### src/rtl/dm_word_arbiter.sv
// Round-robin arbiter that serialises 32-bit word accesses from two ports into big-endian byte beats on a 64-byte RAM.
// Build option: define DM_FIXED_PRIORITY_EN to make port 0 win every tie (port 1 may starve).
module dm_word_arbiter #(
  parameter int unsigned DEPTH  = 64,
  parameter int unsigned ADDR_W = 6
) (
  input  logic              CLK,
  input  logic              Reset,
  input  logic              p0_req,
  input  logic              p0_we,
  input  logic [31:0]       p0_addr,
  input  logic [31:0]       p0_wdata,
  output logic              p0_ack,
  output logic              p0_err,
  input  logic              p1_req,
  input  logic              p1_we,
  input  logic [31:0]       p1_addr,
  input  logic [31:0]       p1_wdata,
  output logic              p1_ack,
  output logic              p1_err,
  output logic [31:0]       rdata,
  output logic [ADDR_W-1:0] mem_addr,
  output logic              mem_we,
  output logic [7:0]        mem_wdata,
  input  logic [7:0]        mem_rdata,
  output logic              busy
);

  typedef enum logic [1:0] {IDLE, XFER, DONE} state_e;

  state_e              state_q,    state_d;
  logic [1:0]          beat_q,     beat_d;
  logic                owner_q,    owner_d;
  logic                we_q,       we_d;
  logic [ADDR_W-1:0]   addr_q,     addr_d;
  logic [31:0]         wdata_q,    wdata_d;
  logic                err_q,      err_d;
  logic [31:0]         rdata_q,    rdata_d;
  logic [ADDR_W-1:0]   mem_addr_q, mem_addr_d;
`ifdef DM_FIXED_PRIORITY_EN
`else
  logic                last_owner_q, last_owner_d;
`endif

  logic                grant1;
  logic [31:0]         sel_addr;
  logic [ADDR_W-1:0]   xfer_addr;
  logic [7:0]          beat_byte;

`ifdef DM_FIXED_PRIORITY_EN
  assign grant1 = !p0_req;
`else
  // On a tie the port that was not served last wins.
  assign grant1 = p1_req && (!p0_req || !last_owner_q);
`endif

  assign sel_addr  = grant1 ? p1_addr : p0_addr;
  assign xfer_addr = addr_q + ADDR_W'(beat_q);

  always_comb begin
    beat_byte = wdata_q[31:24];
    case (beat_q)
      2'd0: beat_byte = wdata_q[31:24];
      2'd1: beat_byte = wdata_q[23:16];
      2'd2: beat_byte = wdata_q[15:8];
      2'd3: beat_byte = wdata_q[7:0];
    endcase
  end

  always_comb begin
    state_d      = state_q;
    beat_d       = beat_q;
    owner_d      = owner_q;
    we_d         = we_q;
    addr_d       = addr_q;
    wdata_d      = wdata_q;
    err_d        = err_q;
    rdata_d      = rdata_q;
    mem_addr_d   = mem_addr_q;
`ifdef DM_FIXED_PRIORITY_EN
`else
    last_owner_d = last_owner_q;
`endif
    case (state_q)
      IDLE: begin
        if (p0_req || p1_req) begin
          owner_d = grant1;
          we_d    = grant1 ? p1_we : p0_we;
          addr_d  = sel_addr[ADDR_W-1:0];
          wdata_d = grant1 ? p1_wdata : p0_wdata;
`ifdef DM_FIXED_PRIORITY_EN
`else
          last_owner_d = grant1;
`endif
          if ((sel_addr[1:0] != 2'b00) || (sel_addr > (DEPTH - 32'd4))) begin
            err_d   = 1'b1;
            state_d = DONE;
          end else begin
            err_d   = 1'b0;
            beat_d  = '0;
            state_d = XFER;
          end
        end
      end
      XFER: begin
        mem_addr_d = xfer_addr;
        beat_d     = beat_q + 2'd1;
        if (!we_q) rdata_d = {rdata_q[23:0], mem_rdata};
        if (beat_q == 2'd3) state_d = DONE;
      end
      DONE:    state_d = IDLE;
      default: state_d = IDLE;
    endcase
  end

  always_ff @(posedge CLK or negedge Reset) begin
    if (!Reset) begin
      state_q      <= IDLE;
      beat_q       <= '0;
      owner_q      <= 1'b0;
      we_q         <= 1'b0;
      addr_q       <= '0;
      wdata_q      <= '0;
      err_q        <= 1'b0;
      rdata_q      <= '0;
      mem_addr_q   <= '0;
`ifdef DM_FIXED_PRIORITY_EN
`else
      last_owner_q <= 1'b1;
`endif
    end else begin
      state_q      <= state_d;
      beat_q       <= beat_d;
      owner_q      <= owner_d;
      we_q         <= we_d;
      addr_q       <= addr_d;
      wdata_q      <= wdata_d;
      err_q        <= err_d;
      rdata_q      <= rdata_d;
      mem_addr_q   <= mem_addr_d;
`ifdef DM_FIXED_PRIORITY_EN
`else
      last_owner_q <= last_owner_d;
`endif
    end
  end

  // The address is live only while beating; otherwise the last beat address is held.
  assign mem_addr  = (state_q == XFER) ? xfer_addr : mem_addr_q;
  assign mem_we    = (state_q == XFER) && we_q;
  assign mem_wdata = (state_q == XFER) ? beat_byte : '0;
  assign busy      = (state_q != IDLE);
  assign rdata     = rdata_q;
  assign p0_ack    = (state_q == DONE) && !owner_q;
  assign p1_ack    = (state_q == DONE) &&  owner_q;
  assign p0_err    = p0_ack && err_q;
  assign p1_err    = p1_ack && err_q;

endmodule

### config.mk
export PLATFORM = sky130hd
export DESIGN_NAME = dm_word_arbiter
export DESIGN_NICKNAME = d
export VERILOG_FILES = /design/src/rtl/dm_word_arbiter.sv
export SDC_FILE = /design/constraint.sdc
export NUM_CORES = 1
export LEC_CHECK = 0
export BUFFER_PORTS_ARGS = -buffer_cell sky130_fd_sc_hd__buf_2
export CORE_MARGIN = 2
export CORE_UTILIZATION = 42
export DETAILED_ROUTE_END_ITERATION = 8
export GPL_ROUTABILITY_DRIVEN = 0
export PLACE_DENSITY = 0.74
export SLEW_MARGIN = 20
export SYNTH_ARGS = -nofsm -noshare
export SYNTH_HDL_FRONTEND = slang
export SYNTH_SLANG_ARGS = --single-unit
### constraint.sdc
create_clock -name CLK -period 2.7 [get_ports CLK]
set_clock_uncertainty 0.15 [all_clocks]
set_input_delay 0.135 -clock CLK [delete_from_list [all_inputs] [get_ports CLK]]
set_output_delay 0.135 -clock CLK [all_outputs]
set_load 0.02 [all_outputs]
==> results.md <==
* Worst r2r src: last_owner_q
* Endpoints failing hold at 1
* Ys Warns at 0
* Fin crit share at 0.942
* Mapped cell area at 0.00405 mm^2
* Max-slew violations at 0
* Status: finished with violations
* Die height at 102 um
* H-tree levels at 3
* DRC violations left at 0
* Area Overhead vs Synth at 52.6%
* Post-Syn Instances at 376
* Critical Path AT at between 2000 and 3000 ps
* Hpwl dp at 7.45 mm
* Post-synth top area cell: dfrtp_1
* Initial DRC count at 222
* Compound-gate portion of the synthesized area at 0.110
* #FFs+latches synth at 84
* Combinational family with the most area after synthesis: multiplexers
* Slew headroom at 0.498
* WHS at -10.6 ps
* CTS clk-pin slew, worst paths at 80 ps
* Commonest non-fill, non-tap cell in the layout: buf_2
* First-pass GRT wire length at 18.5 mm
* # port buffers at 193
* Final Util at 0.666
* Max Freq at 393 MHz
* Initial Util at 0.436
* Critical Path Source Type: input pin
* Failing checks: hold timing
* CP startpoint: p0_req
* Register area share after synthesis at 0.519
* Most frequent cells in the layout: buf_2 (192), dlygate4sd3_1 (86), dfrtp_1 (83), nand2_1 (54), o21ai_0 (45)
* Placed instance count at 679
* Static Leak at roughly 3.1 nW
* Worst-Skew Late Latency at 340 ps
* Worst EP required at 2760 ps
* Total global-route track usage at 0.226
* EDFF count, synth at 0
* Cts repair resizes at 0
* CTS Buf Count at 9
* Syn nets at approximately 530
* Vias in the first global route at about 4,100
* Core area at 0.00928 mm^2
* Final ANT Viol Nets at 0
* Die area at 0.0104 mm^2
* R2R depth at 5
* Post-Synth Adder-Cell Area at 0.0235
* Root Driver: clkbuf_8
* Setup CP Type: in2reg
* Simple-Gate Fraction of Synth Area at 0.117
* CP endpoint kind: register
* Initial antenna violation count at 0
* Largest net degree at the start of global routing at 85
* Synth unique cells at 40
* Setup slack, reg-to-reg at around 300 ps
* Rows at 35
* VDD IR max at 0.332 mV
* Die width at around 100 um
* Least-Margin Pin Slew at 753 ps
* Total setup buffers inserted after CTS at 0
* RR Endpoint: wdata_q[21]
* IO Pins at 194
* Deepest clock path buffer count at 2
* Crit path time final at ~2500 ps
* Primary FF master, synth: dfrtp_1
* Mux cell area share after synthesis at 0.189
* 1st-pass router iterations at 5
* Per-cell routed wire length at 14.5 um
* GR Overflow Total at 0
* Post-synth top area share at 0.513
* Routed via count at 3,885
* Routed WL at between 10 and 15 mm
* Pwr Density at about 520 mW/mm^2
* CTS tree: yes
* Setup TNS at 0 ps
* Worst Setup EP: wdata_q[21]
* Clock Sinks at 84
* Setup Viol. Count Final at 0
* Synth top area cells: dfrtp_1 (51%), mux2i_1 (9.6%), mux2_2 (8.3%)
* RSZ-0062 raised after global routing: no
* Hold WC Path Type: in2reg
* Fin nets at 796
* Maxcap violations at 0
* Share of cells above drive strength 1 at 0.387
* N_diodes at 0
* Detailed-route vias per instance at 4.97
* Post-synth ARST share at 1.00
* Post-Syn Area per Cell at 10.8 um^2
* Worst-path fanout max at 32
* Post-synthesis xor/xnor area fraction at 0.00865
* Fin cells at approximately 780
-- area by class of cell --
| type | instances | area (um^2) |
|---|---|---|
| Timing Repair Buffer | 283 | 1890 |
| Tap cell | 129 | 161 |
| Clock inverter | 6 | 47.5 |
| Sequential cell | 84 | 2100 |
| Fill cell | 734 | 3100 |
| Inverter | 6 | 22.5 |
| Clock buffer | 10 | 128 |
| Multi-Input combinational cell | 263 | 1830 |
-- cells by family (layout without fill, tap and decap cells) --
kind of cell,after synthesis,in the layout
mux,72,72
fa+ha+maj,7,7
simple gates,106,106
flops,84,84
xor+xnor,4,4
compound gates,74,74
buf+inv,29,305
-- stage by stage --
step	instance area, um^2	total power, mW	setup slack, ps
finish	6180	3.22	156
global route	6180	3.43	96.4
CTS	6180	3.22	206
detailed placement	5140	2.27	687
global placement	5140	2.24	711
floorplan	4050	1.98	598
-- metal layers --
metal | vias up | GRT usage | part of all wire
li1 | 1880 | - | -
met1 | 1815 | 0.271 | 0.42
met2 | 172 | 0.396 | 0.50
met3 | 18 | 0.0520 | 0.069
met4 | 0 | 0.0841 | 0.015
met5 | - | 0 | 0
-- worst max-delay path, stage by stage --
cell and delay, ps:
dlygate4sd3_1 550, buf_2 170, a21boi_4 490, buf_12 300
mux2i_1 270, dlygate4sd3_1 580, o21ai_0 70
-- where the power goes --
group	switching [mW]	internal, mW	total, mW
combinational	0.412	0.447	0.859
clock	0.459	0.345	0.804
sequential	0.123	1.43	1.56
-- worst min-delay path by stage --
stage / to / slack (ps) / start / depth (start not counted)
after global routing: addr_q[0] / 30 / p1_addr[0] / 3
after detailed placement: rdata[4] / 220 / mem_rdata[4] / 2
after floorplan: addr_q[0] / -310 / Reset / 0
final: we_q / -10 / p1_we / 3
after CTS: we_q / 0.9 / p1_we / 3
after global placement: rdata[5] / 200 / mem_rdata[5] / 2
-- state kept, by name, indices dropped and copies added (netlist names) --
signal and flops:
we_q 1, owner_q 1, mem_addr_q 6, state_q 2, last_owner_q 1, err_q 1, beat_q 2, addr_q 6
rdata 32, wdata_q 32
-- timing repair --
item | CTS | global route
hold buffers | 86 | 0
setup endpoints to repair | 0 | 0
hold endpoints to repair | 130 | 0
-- cells in the mapped netlist, types with 2 or more instances --
master,instances
o21ai_0,45
mux2i_1,39
a222oi_1,8
dfrtp_1,83
buf_2,3
o21ai_2,2
clkbuf_1,15
xnor2_1,2
ha_1,6
xor2_1,2
nand3_1,3
nand2_1,54
buf_4,4
mux2_2,30
nor2_1,24
a21oi_1,10
inv_1,6
nor4_1,13
mux2_1,2
nor2b_1,3
nand4_1,2
and2_1,2
Note: power is estimated with default switching activity, not from simulation.
